<file path="src/rtl/rfphoenix_mcvalu_sched_pkg.sv">
// Shared types for the multi-cycle vector ALU scheduler.
//   instruction_t  : instruction word handed to the ALU
//   tid_t          : thread id carried with each operation
//   pipeline_reg_t : operation payload (instruction + operand data)
//   sched_state_t  : scheduler FSM states
package rfphoenix_mcvalu_sched_pkg;

  typedef logic [31:0] instruction_t;
  typedef logic [3:0]  tid_t;

  typedef struct packed {
    instruction_t ir;
    logic [31:0]  data;
  } pipeline_reg_t;

  typedef enum logic [1:0] {
    SCHED_IDLE  = 2'd0,
    SCHED_ISSUE = 2'd1,
    SCHED_WAIT  = 2'd2,
    SCHED_RESP  = 2'd3
  } sched_state_t;

  // Width of the WAIT-state watchdog counter.
  localparam int WAIT_CNT_W = 6;

endpackage

</file>
<file path="src/rtl/rfphoenix_mcvalu_sched_rrarb.sv">
// Combinational round-robin picker.
//   req : per-requester request level
//   rr  : index of the highest-priority requester this round
//   win : one-hot winner
//   idx : binary index of the winner
//   any : at least one request present
module rfphoenix_mcvalu_sched_rrarb #(
  parameter int NREQ = 4,
  parameter int IW   = 2
) (
  input  logic [NREQ-1:0] req,
  input  logic [IW-1:0]   rr,
  output logic [NREQ-1:0] win,
  output logic [IW-1:0]   idx,
  output logic            any
);

  localparam logic [IW:0] NREQ_W = (IW+1)'(NREQ);

  logic [IW:0]   sum;
  logic [IW-1:0] cand;
  logic          hit;

  // Scan requesters starting at rr, wrapping modulo NREQ; first requester found wins.
  always_comb begin
    win  = '0;
    idx  = '0;
    any  = 1'b0;
    sum  = '0;
    cand = '0;
    hit  = 1'b0;
    for (int i = 0; i < NREQ; i++) begin
      sum       = {1'b0, rr} + (IW+1)'(i);
      cand      = (sum >= NREQ_W) ? IW'(sum - NREQ_W) : IW'(sum);
      hit       = req[cand] & ~any;
      win[cand] = win[cand] | hit;
      idx       = hit ? cand : idx;
      any       = any | req[cand];
    end
  end

endmodule

</file>
<file path="src/rtl/rfphoenix_mcvalu_sched.sv">
// Scheduler for a shared multi-cycle vector ALU. Requesters are served one at
// a time in round-robin order: IDLE -> ISSUE -> WAIT -> RESP -> IDLE.
// Optional feature macro: MCVALU_SCHED_TIMEOUT_EN adds a WAIT-state watchdog
// that ends the operation with rsp_tmo=1 after TIMEOUT cycles.
// Ports:
//   clk, rst (async, active-low)
//   req/req_pr/req_tid : per-requester request, payload, thread id
//   gnt                : one-hot grant pulse (payload consumed)
//   alu_go/alu_ir/alu_i: ALU start pulse, instruction and payload
//   alu_done/alu_o     : ALU completion and result
//   rsp_v/rsp_tid/rsp_o/rsp_tmo, rsp_rdy : response handshake
//   busy               : FSM not in IDLE
module rfphoenix_mcvalu_sched
  import rfphoenix_mcvalu_sched_pkg::*;
#(
  parameter int NREQ    = 4,
  parameter int TIMEOUT = 63
) (
  input  logic                     clk,
  input  logic                     rst,
  input  logic [NREQ-1:0]          req,
  input  pipeline_reg_t [NREQ-1:0] req_pr,
  input  tid_t [NREQ-1:0]          req_tid,
  output logic [NREQ-1:0]          gnt,
  output logic                     alu_go,
  output instruction_t             alu_ir,
  output pipeline_reg_t            alu_i,
  input  logic                     alu_done,
  input  pipeline_reg_t            alu_o,
  output logic                     rsp_v,
  output tid_t                     rsp_tid,
  output pipeline_reg_t            rsp_o,
  output logic                     rsp_tmo,
  input  logic                     rsp_rdy,
  output logic                     busy
);

  localparam int IW = (NREQ > 1) ? $clog2(NREQ) : 1;

  sched_state_t  state;
  logic [IW-1:0] rr;
  logic [IW-1:0] win_idx;
  logic [IW-1:0] rr_next;
  pipeline_reg_t pl;
  tid_t          tid_l;

  logic [NREQ-1:0] arb_win;
  logic [IW-1:0]   arb_idx;
  logic            arb_any;

  rfphoenix_mcvalu_sched_rrarb #(
    .NREQ (NREQ),
    .IW   (IW)
  ) u_rrarb (
    .req (req),
    .rr  (rr),
    .win (arb_win),
    .idx (arb_idx),
    .any (arb_any)
  );

  // Next round-robin pointer: one past the winner, wrapping to 0.
  assign rr_next = (win_idx == IW'(NREQ - 1)) ? '0 : win_idx + IW'(1);

  // The latched payload drives the ALU for the whole operation.
  assign alu_i  = pl;
  assign alu_ir = pl.ir;

`ifdef MCVALU_SCHED_TIMEOUT_EN
  localparam logic [WAIT_CNT_W-1:0] TMO_LIMIT = WAIT_CNT_W'(TIMEOUT);
  logic [WAIT_CNT_W-1:0] wait_cnt;
  logic [WAIT_CNT_W-1:0] wait_cnt_nxt;
  logic                  tmo_flag;
  // wait_cnt counts completed WAIT cycles; the watchdog fires as it reaches TIMEOUT.
  assign wait_cnt_nxt = wait_cnt + WAIT_CNT_W'(1);
  assign rsp_tmo      = tmo_flag;
`else
  assign rsp_tmo = 1'b0;
`endif

  // Scheduler FSM with all handshake outputs registered.
  always_ff @(posedge clk or negedge rst) begin
    if (!rst) begin
      state   <= SCHED_IDLE;
      rr      <= '0;
      win_idx <= '0;
      pl      <= '0;
      tid_l   <= '0;
      gnt     <= '0;
      alu_go  <= 1'b0;
      rsp_v   <= 1'b0;
      rsp_tid <= '0;
      rsp_o   <= '0;
      busy    <= 1'b0;
`ifdef MCVALU_SCHED_TIMEOUT_EN
      wait_cnt <= '0;
      tmo_flag <= 1'b0;
`endif
    end else begin
      case (state)
        SCHED_IDLE: begin
          if (arb_any) begin
            win_idx <= arb_idx;
            pl      <= req_pr[arb_idx];
            tid_l   <= req_tid[arb_idx];
            gnt     <= arb_win;
            alu_go  <= 1'b1;
            busy    <= 1'b1;
            state   <= SCHED_ISSUE;
          end
        end
        SCHED_ISSUE: begin
          // alu_done is deliberately not looked at here: a done left over
          // from an earlier operation must not complete this one.
          gnt    <= '0;
          alu_go <= 1'b0;
          rr     <= rr_next;
          state  <= SCHED_WAIT;
`ifdef MCVALU_SCHED_TIMEOUT_EN
          wait_cnt <= '0;
`endif
        end
        SCHED_WAIT: begin
          if (alu_done) begin
            rsp_o   <= alu_o;
            rsp_tid <= tid_l;
            rsp_v   <= 1'b1;
            state   <= SCHED_RESP;
`ifdef MCVALU_SCHED_TIMEOUT_EN
            tmo_flag <= 1'b0;
          end else if (wait_cnt_nxt == TMO_LIMIT) begin
            // Watchdog expiry returns the original payload flagged as timed out.
            rsp_o    <= pl;
            rsp_tid  <= tid_l;
            rsp_v    <= 1'b1;
            tmo_flag <= 1'b1;
            wait_cnt <= wait_cnt_nxt;
            state    <= SCHED_RESP;
          end else begin
            wait_cnt <= wait_cnt_nxt;
`endif
          end
        end
        SCHED_RESP: begin
          if (rsp_rdy) begin
            rsp_v <= 1'b0;
            busy  <= 1'b0;
            state <= SCHED_IDLE;
`ifdef MCVALU_SCHED_TIMEOUT_EN
            tmo_flag <= 1'b0;
`endif
          end
        end
        default: begin
          gnt    <= '0;
          alu_go <= 1'b0;
          rsp_v  <= 1'b0;
          busy   <= 1'b0;
          state  <= SCHED_IDLE;
        end
      endcase
    end
  end

endmodule
</file>
<file path="config.mk">
export PLATFORM = sky130hd
export DESIGN_NAME = rfphoenix_mcvalu_sched
export DESIGN_NICKNAME = d
export VERILOG_FILES = /design/src/rtl/rfphoenix_mcvalu_sched_pkg.sv /design/src/rtl/rfphoenix_mcvalu_sched_rrarb.sv /design/src/rtl/rfphoenix_mcvalu_sched.sv
export SDC_FILE = /design/constraint.sdc
export NUM_CORES = 1
export LEC_CHECK = 0
export CAP_MARGIN = 0
export CORE_AREA = 3 3 199 201
export CTS_CLUSTER_SIZE = 40
export DETAILED_ROUTE_END_ITERATION = 16
export DIE_AREA = 0 0 202 204
export HOLD_SLACK_MARGIN = 0.08
export PLACE_DENSITY_LB_ADDON = 0.05
export SLEW_MARGIN = 20
export SYNTH_ARGS = -nofsm -noshare
export SYNTH_HDL_FRONTEND = slang
export SYNTH_SLANG_ARGS = --single-unit
</file>
<file path="constraint.sdc">
create_clock -name clk -period 3.2 [get_ports clk]
set_input_delay 0.48 -clock clk [delete_from_list [all_inputs] [get_ports clk]]
set_output_delay 0.48 -clock clk [all_outputs]
set_load 0.005 [all_outputs]
</file>
==> flow_summary_export.csv <==
group,metric,value,unit
yosys,syn_nets,1123,
final_layout,nNetsFinal,1612,
timing,skew,0.0100,ns
setup_path,critPathLaunchType,"register",
yosys,syn_inst,769,
global_routing,grt_pass1_vias,8238,
flow_run,drv_cap,0,
drt,vias_per_cell,4.27,
cts,clock_sinks,149,
drt,drc,0,
floorplan,die-area,41200,um^2
place,dp_slack,-0.0585,ns
yosys,synthArstFlopShare,100,%
timing,worstMarginPinSlew,0.598,ns
setup_path,worstPathArrival,3.30,ns
pwr,powerDensity,1040,nW/um^2
cts,cts_root_buffer,"clkbuf_16",
cts,cts.clk_slew.worst_paths,0.06,ns
final_layout,nFillCells,3772,
hold_path,hold_class,"input port to asynchronous set/reset pin",
setup_path,critPathMaxFanout,45,
place,place_area,14400,um^2
floorplan,die_w,202,um
final_layout,drive_gt1_share,16.1,%
yosys,syn-cell-area,8720,um^2
drt,vias,7624,
cts,cts_buffers,17,
yosys,synth_area_per_cell,11.3,um^2
cts,worstSkewPairLatency,0.43,ns
drt,wirelength,36.2,mm
final_layout,fin_util,39.6,%
setup_path,worstSetupEndpointType,"register",
setup_path,crit_required,3.55,ns
yosys,synthTopCellsByArea,"dfrtp_1 43%, mux2i_1 16%, mux2_2 15%",
place,io_buffers,514,
yosys,ys_ff_latch,149,
timing,fin_setup_tns,0,ns
timing,drv_slew,0,
pwr,vdd_drop_max,685,uV
timing,period_share,92.1,%
yosys,synth_seq_area_share,42.7,%
yosys,ys_types,46,
floorplan,start_util,23.1,%
floorplan,core_area,37800,um^2
timing,fin_ws,0.253,ns
timing,maxSlewHeadroom,59.7,%
cts,cts_setup_buffers,0,
yosys,yosysWarnings,0,
global_routing,grt_pass1_wl,53.4,mm
place,hpwl,28.5,mm
drt,drt-initial-drc-count,260,
run_status,status,"completed",
timing,final_hold_viol_count,0,
final_layout,stdcell_area,14900,um^2
global_routing,gr-total-overflow,0,
floorplan,num_rows,71,
timing,rsz0062_at_grt,"no",
cts,cts_tree,"done",
yosys,synth-main-ff-cell,"dfrtp_1",
drt,wl_per_cell,20.2,um
final_layout,area.growth.synth_to_final,71.4,%
drt,drt_first_pass_iters,6,
yosys,synth_area_leader_cell,"dfrtp_1",
timing,max_clock_freq,339,MHz
yosys,yosys.area.top_type_share,42.7,%
timing,period_needed,2.95,ns
floorplan,die_y,204,um
global_routing,grt_usage,17.2,%
timing,holdWs,0.411,ns
cts,h-tree-depth,4,
yosys,synth_edf_count,0,
setup_path,ff2ff_path_depth,9,
place,gp_congestion,0.794,
setup_path,critPathKind,"register to register",
global_routing,antenna_found_initial,4,
global_routing,grt_max_degree,89,
floorplan,ios,516,
pwr,cellLeakagePower,6.39,nW
cts,clk_path_buf_depth,2,
drt,ant_nets,0,
timing,setup_viol,0,
per-layer routing:
layer / vias to the layer above / share of wire [%] / GRT usage (%)
li1: 3694 / - / -
met1: 3608 / 38 / 18.7
met2: 293 / 52 / 31.1
met3: 29 / 8.1 / 6.35
met4: 0 / 1.6 / 5.38
met5: - / 0 / 0
kinds of logic (layout without fill, tap and decap cells):
group           Yosys count  in the layout  synth area share, %
compound gates          113            113                 7.56
other cells               1              6               0.0430
simple gates            117            117                 5.78
flops                   149            149                 42.7
mux                     284            284                 35.4
fa+ha+maj                10             10                 1.43
buf+inv                  95            597                 7.06
repair_timing:
item | CTS | global route
endpoints found under the setup margin | 0 | 0
resized for setup | 0 | 0
hold buffers | 1 | 0
hold endpoints to repair | 7 | 0
metrics by stage:
| step | power, mW | cells |
|---|---|---|
| 2_1_floorplan | 9.73 | 769 |
| 3_3_place_gp | 13.7 | 1749 |
| 3_5_place_dp | 13.8 | 1749 |
| 4_1_cts | 15.9 | 1782 |
| 5_1_grt | 16.8 | 1785 |
| 6_report | 15.5 | 1787 |
cell usage after synthesis (5+ instances only):
library cell	count
buf_4	35
clkbuf_1	23
nor2_1	11
mux4_2	5
mux2_1	23
buf_1	5
inv_1	10
mux2i_1	138
dfrtp_1	149
buf_6	16
o21ai_0	14
ha_1	10
o21ai_1	71
nor2b_1	5
mux2_2	117
buf_2	6
nand2_1	88
cell usage in the layout, fill, tap and decap left out, types with 11 or more instances in the layout:
master / instances
clkdlybuf4s50_1: 513
dfrtp_1: 149
mux2i_1: 138
mux2_2: 117
nand2_1: 87
o21ai_1: 70
buf_4: 32
mux2_1: 23
clkbuf_16: 17
o21ai_0: 14
nor2_1: 11
flip-flops by register name, indices dropped and copies added (netlist names), 2 cells and up:
signal,cells
gnt,4
alu_ir,32
rsp_tid,4
state,2
rr,2
rsp_o,64
tid_l,4
alu_i,32
win_idx,2
layout make-up:
type	count	area [um^2]	area share, %
Clock buffer	18	439	2.94
Antenna cell	5	12.5	0.0837
Clock inverter	14	125	0.837
Multi-Input combinational cell	525	4410	29.5
Inverter	10	37.5	0.251
Timing Repair Buffer	555	5560	37.2
Sequential cell	149	3730	24.9
Tap cell	511	639	4.28
worst max-delay path: stages, from the launching register on:
cell	delay (ns)
dfrtp_1	0.34
inv_1	0.06
ha_1	0.40
mux4_2	0.34
or3_1	0.41
o31a_2	0.45
buf_12	0.24
mux2i_1	0.16
mux2_2	0.28
o21ai_1	0.13
where the power goes:
group          internal, mW  switching, mW
Sequential             2.86          0.588
Clock                  1.10          0.901
Combinational          5.69           4.38
Total                  9.65           5.87
worst paths after layout:
path | start | endpoint | slack (ns)
setup / recovery | rr[1] | tid_l[3] | 0.25
hold / removal | rst | rsp_o[9] | 0.41
setup reg to reg | rr[1] | tid_l[3] | 0.25
hold reg to reg | win_idx[1] | win_idx[1] | 0.48
max in group asynchronous | rst | alu_i[1] | 2.04
min in group clk | win_idx[1] | win_idx[1] | 0.48
(Power assumes the default switching activity.)
